<file path="config.mk">
export PLATFORM = sky130hd
export DESIGN_NAME = ssm_master_ctrl
export DESIGN_NICKNAME = d
export VERILOG_FILES = /design/src/rtl/ssm_master_ctrl.sv
export SDC_FILE = /design/constraint.sdc
export NUM_CORES = 1
export LEC_CHECK = 0
export CORE_MARGIN = 2
export CORE_UTILIZATION = 42
export DETAILED_ROUTE_END_ITERATION = 8
export PLACE_DENSITY_LB_ADDON = 0.3
export SYNTH_ARGS = -nofsm -noshare
export SYNTH_HDL_FRONTEND = slang
export SYNTH_SLANG_ARGS = --single-unit
</file>
<file path="constraint.sdc">
create_clock -name clk -period 4.3 [get_ports clk]
set_input_delay 0.86 -clock clk [delete_from_list [all_inputs] [get_ports clk]]
set_output_delay 0.86 -clock clk [all_outputs]
set_load 0.1 [all_outputs]
</file>
<file path="src/rtl/ssm_master_ctrl.sv">
// ssm_master_ctrl: host request/response front end for the a2rtap target bus.
// Takes one host request at a time and runs it as a single bus strobe.
// The strobe is released when the target signals ready, or when the access
// has been waiting too long. The result goes back to the host as a
// response, and a saturating counter records failed accesses.
//
//   state  | meaning
//   IDLE   | ready for a host request; req_ready is high
//   ACCESS | bus strobe high, waiting for target ready or for the timeout
//   RESP   | response presented, waiting for host rsp_ready
module ssm_master_ctrl #(
    parameter int ADDR_WIDTH     = 8,
    parameter int DATA_WIDTH     = 32,
    parameter int TIMEOUT_CYCLES = 255,
    parameter int TO_WIDTH       = 8,
    parameter int ERRCNT_WIDTH   = 8
) (
    input  logic                    clk,
    input  logic                    reset,
    input  logic                    req_valid,
    output logic                    req_ready,
    input  logic                    req_write,
    input  logic [ADDR_WIDTH-1:0]   req_addr,
    input  logic [DATA_WIDTH-1:0]   req_wdata,
    output logic                    rsp_valid,
    input  logic                    rsp_ready,
    output logic [DATA_WIDTH-1:0]   rsp_rdata,
    output logic                    rsp_error,
    output logic                    rsp_timeout,
    output logic [ADDR_WIDTH-1:0]   a2rtap_master_ifc_address,
    output logic [DATA_WIDTH-1:0]   a2rtap_master_ifc_write_data,
    output logic                    a2rtap_master_ifc_read,
    output logic                    a2rtap_master_ifc_write,
    input  logic [DATA_WIDTH-1:0]   a2rtap_master_ifc_read_data,
    input  logic                    a2rtap_master_ifc_ready,
    input  logic                    a2rtap_master_ifc_error,
    input  logic                    err_clr,
    output logic [ERRCNT_WIDTH-1:0] err_count
);

    typedef enum logic [1:0] {
        ST_IDLE   = 2'd0,
        ST_ACCESS = 2'd1,
        ST_RESP   = 2'd2
    } state_t;

    // The timer holds the number of strobe cycles already spent without a
    // ready. The access expires in the cycle where that count reaches
    // TIMEOUT_CYCLES-1, so the strobe is held for exactly TIMEOUT_CYCLES cycles.
    localparam logic [TO_WIDTH-1:0] TO_LAST =
        (TIMEOUT_CYCLES == 0) ? '0 : TO_WIDTH'(TIMEOUT_CYCLES - 1);

    state_t                  state_q, state_d;
    logic [ADDR_WIDTH-1:0]   addr_q, addr_d;
    logic [DATA_WIDTH-1:0]   wdata_q, wdata_d;
    logic                    write_q, write_d;
    logic [TO_WIDTH-1:0]     timer_q, timer_d;
    logic [DATA_WIDTH-1:0]   rdata_q, rdata_d;
    logic                    error_q, error_d;
    logic                    timeout_q, timeout_d;
    logic [ERRCNT_WIDTH-1:0] err_count_q, err_count_d;
    logic                    err_inc;

    // State and datapath registers; reset aborts any access in flight.
    always_ff @(posedge clk or posedge reset) begin
        if (reset) begin
            state_q     <= ST_IDLE;
            addr_q      <= '0;
            wdata_q     <= '0;
            write_q     <= 1'b0;
            timer_q     <= '0;
            rdata_q     <= '0;
            error_q     <= 1'b0;
            timeout_q   <= 1'b0;
            err_count_q <= '0;
        end else begin
            state_q     <= state_d;
            addr_q      <= addr_d;
            wdata_q     <= wdata_d;
            write_q     <= write_d;
            timer_q     <= timer_d;
            rdata_q     <= rdata_d;
            error_q     <= error_d;
            timeout_q   <= timeout_d;
            err_count_q <= err_count_d;
        end
    end

    // Next-state logic: latch the request, run the bus access, hold the response.
    always_comb begin
        state_d   = state_q;
        addr_d    = addr_q;
        wdata_d   = wdata_q;
        write_d   = write_q;
        timer_d   = timer_q;
        rdata_d   = rdata_q;
        error_d   = error_q;
        timeout_d = timeout_q;
        err_inc   = 1'b0;
        case (state_q)
            ST_IDLE: begin
                if (req_valid) begin
                    addr_d  = req_addr;
                    wdata_d = req_wdata;
                    write_d = req_write;
                    timer_d = '0;
                    state_d = ST_ACCESS;
                end
            end
            ST_ACCESS: begin
                // If ready arrives in the expiry cycle, the target's answer is used.
                if (a2rtap_master_ifc_ready) begin
                    rdata_d   = write_q ? '0 : a2rtap_master_ifc_read_data;
                    error_d   = a2rtap_master_ifc_error;
                    timeout_d = 1'b0;
                    err_inc   = a2rtap_master_ifc_error;
                    state_d   = ST_RESP;
                end else begin
                    timer_d = timer_q + TO_WIDTH'(1);
                    if ((TIMEOUT_CYCLES != 0) && (timer_q == TO_LAST)) begin
                        rdata_d   = '0;
                        error_d   = 1'b1;
                        timeout_d = 1'b1;
                        err_inc   = 1'b1;
                        state_d   = ST_RESP;
                    end
                end
            end
            ST_RESP: begin
                if (rsp_ready) begin
                    state_d = ST_IDLE;
                end
            end
            default: state_d = ST_IDLE;
        endcase
    end

    // Error counter: saturates at all-ones; a clear beats a same-cycle increment.
    always_comb begin
        err_count_d = err_count_q;
        if (err_clr) begin
            err_count_d = '0;
        end else if (err_inc && (err_count_q != '1)) begin
            err_count_d = err_count_q + ERRCNT_WIDTH'(1);
        end
    end

    // Outputs are decoded from registers only.
    always_comb begin
        req_ready                    = (state_q == ST_IDLE);
        rsp_valid                    = (state_q == ST_RESP);
        rsp_rdata                    = rdata_q;
        rsp_error                    = error_q;
        rsp_timeout                  = timeout_q;
        a2rtap_master_ifc_address    = addr_q;
        a2rtap_master_ifc_write_data = wdata_q;
        a2rtap_master_ifc_read       = (state_q == ST_ACCESS) && !write_q;
        a2rtap_master_ifc_write      = (state_q == ST_ACCESS) && write_q;
        err_count                    = err_count_q;
    end

endmodule

</file>
# == Yosys cells after proc, flatten, opt, wreduce, memory -nomap -nowiden ==
# Cells that the tools add are included.
# totals
word_cells,50
reg_bits,93
out_inout_bits,86
# op_classes
n_eq_ne,8
n_mux,19
add_sub_neg,2
n_reduce_logical,12
# ops
operator,n
$mux W32,3
$mux W8,4
$add A8 B1 Y8 const B,2
$pmux W8 S2,1
$eq A8 B8 Y1 const B,1
$mux W2,4
$ne A8 B8 Y1 const B,1
$mux W1,6
$pmux W2 S3,1
$reduce_and A3 Y1,2
$reduce_bool A2 Y1,3
$ne A2 B2 Y1 const B,2
$reduce_and A2 Y1,2
$logic_and A1 B1 Y1,3
$ne A3 B3 Y1 const B,1
$eq A2 B1 Y1 const B,1
$eq A2 B2 Y1 const B,1
$logic_not A2 Y1,1
$ne A2 B1 Y1 const B,1
$logic_not A1 Y1,1

# == Longest topological paths before layout ==
# logic_depth
word_depth,7
ltp_mapped,7
ltp_nobuf,6

# == Least setup slack after synthesis ==
# OpenSTA, ideal clock, no wires.
# synth_path
path_type,register to register
start,reg state_q[1]
end,reg addr_q[0] (netlist: a2rtap_master_ifc_address[0])
required_time_ns,4.175
period_less_slack_ns,2.957
slack_ns,1.343
stages_incl_launch_ff,7
path_buffers,3
t_arrival_ns,2.831
path_cell_list,dfrtp_1 buf_2 nor2_1 and2_1 buf_2 buf_2 mux2_2
# synth_between
elab_chain_len,2
# synth_lines
element,line,text
start: declaration,53,"state_t state_q, state_d;"
start signal: assignment,77,state_q <= state_d;
$logic_not A2 Y1,--,
net req_ready,21,"output logic req_ready,"
$reduce_and A2 Y1 (no source line),--,
end signal: assignment,78,addr_q <= addr_d;
end: declaration,54,"logic [ADDR_WIDTH-1:0] addr_q, addr_d;"
# The timed path passes the listed nets, and every way through them passes these cells.
# A chain may end at the register's enable or synchronous reset.

# == Worst setup path after layout ==
# layout_path
start,reg state_q[1]
end,out a2rtap_master_ifc_read
# layout_between
elab_chain_len,2
# layout_lines
element,line,text
$eq A2 B1 Y1,157,a2rtap_master_ifc_read = (state_q == ST_ACCESS) && !write_q;
$logic_and A1 B1 Y1,157,
end: declaration,32,"output logic a2rtap_master_ifc_read,"
# No other way between the ends.

==> results.md <==
- The run finished with clean final reports.
- For this design, the sink count on the clock tree is 93.
- The share of the synthesized area in the top cell type is 62.1%.
- The minimum setup slack in the final design is 1.06 ns.
- The initial core utilization is 43.2%.
- For this design, the CTS-stage hold fixing added 0 buffers.
- Setup repair after global routing left no endpoint under its margin.
- The async set-reset flop share out of synthesis is 100%.
- The sum of negative setup slack is 0 ns.
- Clock tree synthesis inserted a total of 9 buffers.
- The biggest fanout along the worst timing path is 9.
- Of all cell types, the one taking the most synthesized area is dfrtp_1.
- The clock passes through at most 2 buffers.
- The HPWL after detailed placement is 6090 um.
- The max-slew violation total from the final report is 0.
- The count of cells along the worst hold path is 1.
- The first routing iteration left 81 violations.
- At the worst endpoint, the required time is 3.44 ns.
- The aggregate routed wire length is 8560 um.
- The endpoint kind of the worst setup timing path is an output port.
- The average detailed-routed wire length per instance is 15.6 um.
- The total area of sequential cells is 2330 um^2.
- Of the synthesized area, sequential elements account for 62.1%.
- Ranked by total cell area, the synthesized netlist is headed by dfrtp_1 62%, mux2_2 13%, a22o_1 7.5%, nor2_1 1.3%, buf_2 1.2%.
- The final weighted congestion in routability-driven placement is 0.772.
- After clock tree synthesis, the clock-pin slew on the worst setup and hold paths is 0.08 ns.
- Entering global routing, the biggest net connects 94 pins.
- The total I/O pin count is 166.
- The total congestion overflow is 0.
- The startpoint identified for the worst hold timing path is a2rtap_master_ifc_write_data[12]$_DFFE_PP0P_.
- The global-route wire length before repair is 13900 um.
- The worst-case hold path end point is a2rtap_master_ifc_write_data[12]$_DFFE_PP0P_.
- The kind of launch point of the worst setup path is a register.
- The slack of the worst reg-to-reg path is 1.92 ns.
- The tool flagged a number of max-cap violations equal to 0.
- At the pin with the least slew margin, the transition time is 1.13 ns.
- Summing all multi-input logic gate instances after layout gives 1330 um^2.
- The headroom to the max-slew limit is 24.9%.
- The die is 98.5 um wide.
- After synthesis, the netlist uses 38 different library cells.
- Across the routed clock network, the largest skew measured is 0.0100 ns.
- The final period demand of the worst path is 3.24 ns.
- By startpoint and endpoint, the worst setup path is classified as reg2out.
- The die is 98.5 um tall.
- The main flop type after synthesis is dfrtp_1.
- The layout cell share with drive strength beyond 1 is 14.9%.
- The detailed-route DRC error count is 0.
- The via count of the first global-routing pass is 2884.
- The initial antenna violation count is 0.
- Setup violations remaining at the end of the flow were counted as 0.
- The CTS tree is built.
- The clock latency on the worst-skew pair is 0.35 ns.
- The vias per cell is 5.19.
- The count of nets left with antenna violations once routing finished came out at 0.
- The setup slack at placement is 1.25 ns.
- The floorplan step defined a die boundary enclosing 9690 um^2.
- The count of synthesis-stage warnings from yosys is 0.
- The maximum level of the CTS H-tree is 3.
- The first detailed-routing pass ran for 4 iterations.
- The floorplan has 34 rows.
- The filler cell count is 712.
- The cell count after synthesis is 276.
- The repair_antennas step left the layout with diodes totalling 0.
- The synthesized area per cell is 13.6 um^2.
- Compared with the post-synthesis result, the final layout area differs by 50.5%.
- The number of hold violations in the final report is 0.
- Gates resized during post-CTS repair numbered 0.
- Buffers placed on the I/O ports in this run total 165.
- The logic depth of the worst register-to-register path is 6.
- The startpoint identified for the worst register-to-register timing path is timer_q[0]$_DFFE_PP0P_.
- The worst path uses 75.3% of the clock period.
- The detailed-route via count is 2854.
- The number of buffers added for setup after CTS is 0.
- CTS placed an instance of clkbuf_8 at the clock tree root.
- The worst register-to-register path ends at rsp_error$_DFFE_PP0P_.
- The worst endpoint data arrival time is 2.38 ns.
- Global routing consumed, over all layers together, 17.8% of the routing resources.
- The cell area after synthesis is 3750 um^2.
- The class of the tightest hold or removal check is reg2reg.
- The final net count is 520.
- Synthesis produced a netlist with a net count of 359.
- The number of enable-type register cells in the synthesized netlist is 0.
- The core outline area is 8680 um^2.
- The number of synthesized register bits is 93.
- The maximum frequency from static timing analysis is 309 MHz.
-- through the flow --
stage / hold WS [ns] / instances / cell area, um^2 / utilization [%]
floorplan: 0.496 / 276 / 3750 / -
CTS: 0.513 / 550 / 5640 / 65.0
global route: 0.528 / 550 / 5640 / 65.0
global placement: 0.487 / 534 / 5460 / 62.9
finish: 0.509 / 550 / 5640 / 65.0
detailed placement: 0.492 / 534 / 5460 / 62.9
-- flip-flops by register name (all words and copies together) (netlist names) --
signal / count
a2rtap_master_ifc_write_data: 32
write_q: 1
rsp_error: 1
err_count: 8
state_q: 2
rsp_timeout: 1
a2rtap_master_ifc_address: 8
timer_q: 8
rsp_rdata: 32
-- cells in the final DEF, fill, tap and decap left out, types with 4 or more instances in the layout --
cell and instances:
clkdlybuf4s50_1 164, nor2_1 13, mux2_2 44, nand2_1 8, clkbuf_8 10, nand2b_1 6
a21oi_1 8, dfrtp_1 93, o21ai_0 5, o31ai_1 4, a22o_1 32, nand3_1 7
-- cell families (layout without fill, tap and decap cells) --
logic type      Yosys count  count (layout)  share of synthesized area, %
buf+inv                  19             185                          2.40
simple gates             53              53                          7.61
flops                    93              93                          62.1
fa+ha+maj                 3               3                          1.00
xor+xnor                  5               5                          1.17
mux                      44              44                          13.2
compound gates           59              59                          12.5
-- worst max-delay path, stage by stage, from the launching register on --
cell and delay (ns):
dfrtp_1 0.48, nand2b_1 0.22, nor2_1 0.16, clkdlybuf4s50_1 1.17
-- synthesized netlist by cell type (2+ instances only) --
master / count
nand2b_1: 6
clkbuf_1: 4
a2111oi_0: 2
dfrtp_1: 93
nand2_1: 8
nor2b_1: 3
a22o_1: 32
o21ai_0: 5
or4_1: 3
xnor2_1: 3
nor2_1: 13
inv_1: 4
xor2_1: 2
a21oi_1: 8
nand4_1: 2
nand3_1: 7
buf_2: 9
and2_1: 3
mux2_2: 44
ha_1: 3
or3_2: 2
o31ai_1: 4
-- layer usage --
layer  up-vias  track usage, %  share of wire, %
met1      1394            24.4                44
met4         0            5.37               1.2
met5         -               0                 0
met2       120            27.6                46
li1       1331               -                 -
met3         9            5.32               8.1
-- final cells by class --
type | count | area share (%)
Clock buffer | 11 | 2.51
Clock inverter | 5 | 0.644
Inverter | 4 | 0.311
Multi-Input combinational cell | 164 | 23.6
Sequential cell | 93 | 41.3
Tap cell | 108 | 2.40
Timing Repair Buffer | 165 | 29.2
-- how the worst max path moves through the flow --
| stage | startpoint | to | slack (ns) |
|---|---|---|---|
| 6_report | state_q[1]$_DFFE_PP0P_ | a2rtap_master_ifc_read | 1.06 |
| 4_1_cts | state_q[1]$_DFFE_PP0P_ | a2rtap_master_ifc_read | 1.02 |
| 5_1_grt | state_q[1]$_DFFE_PP0P_ | a2rtap_master_ifc_read | 0.93 |
| 2_1_floorplan | reset | a2rtap_master_ifc_address[0]$_DFFE_PP0P_ | 1.02 |
| 3_5_place_dp | a2rtap_master_ifc_ready | rsp_error$_DFFE_PP0P_ | 1.25 |
| 3_3_place_gp | a2rtap_master_ifc_ready | rsp_error$_DFFE_PP0P_ | 1.30 |
Power is not shown: default switching activity piles up to over one toggle a cycle in this logic, so the estimate is an artifact.
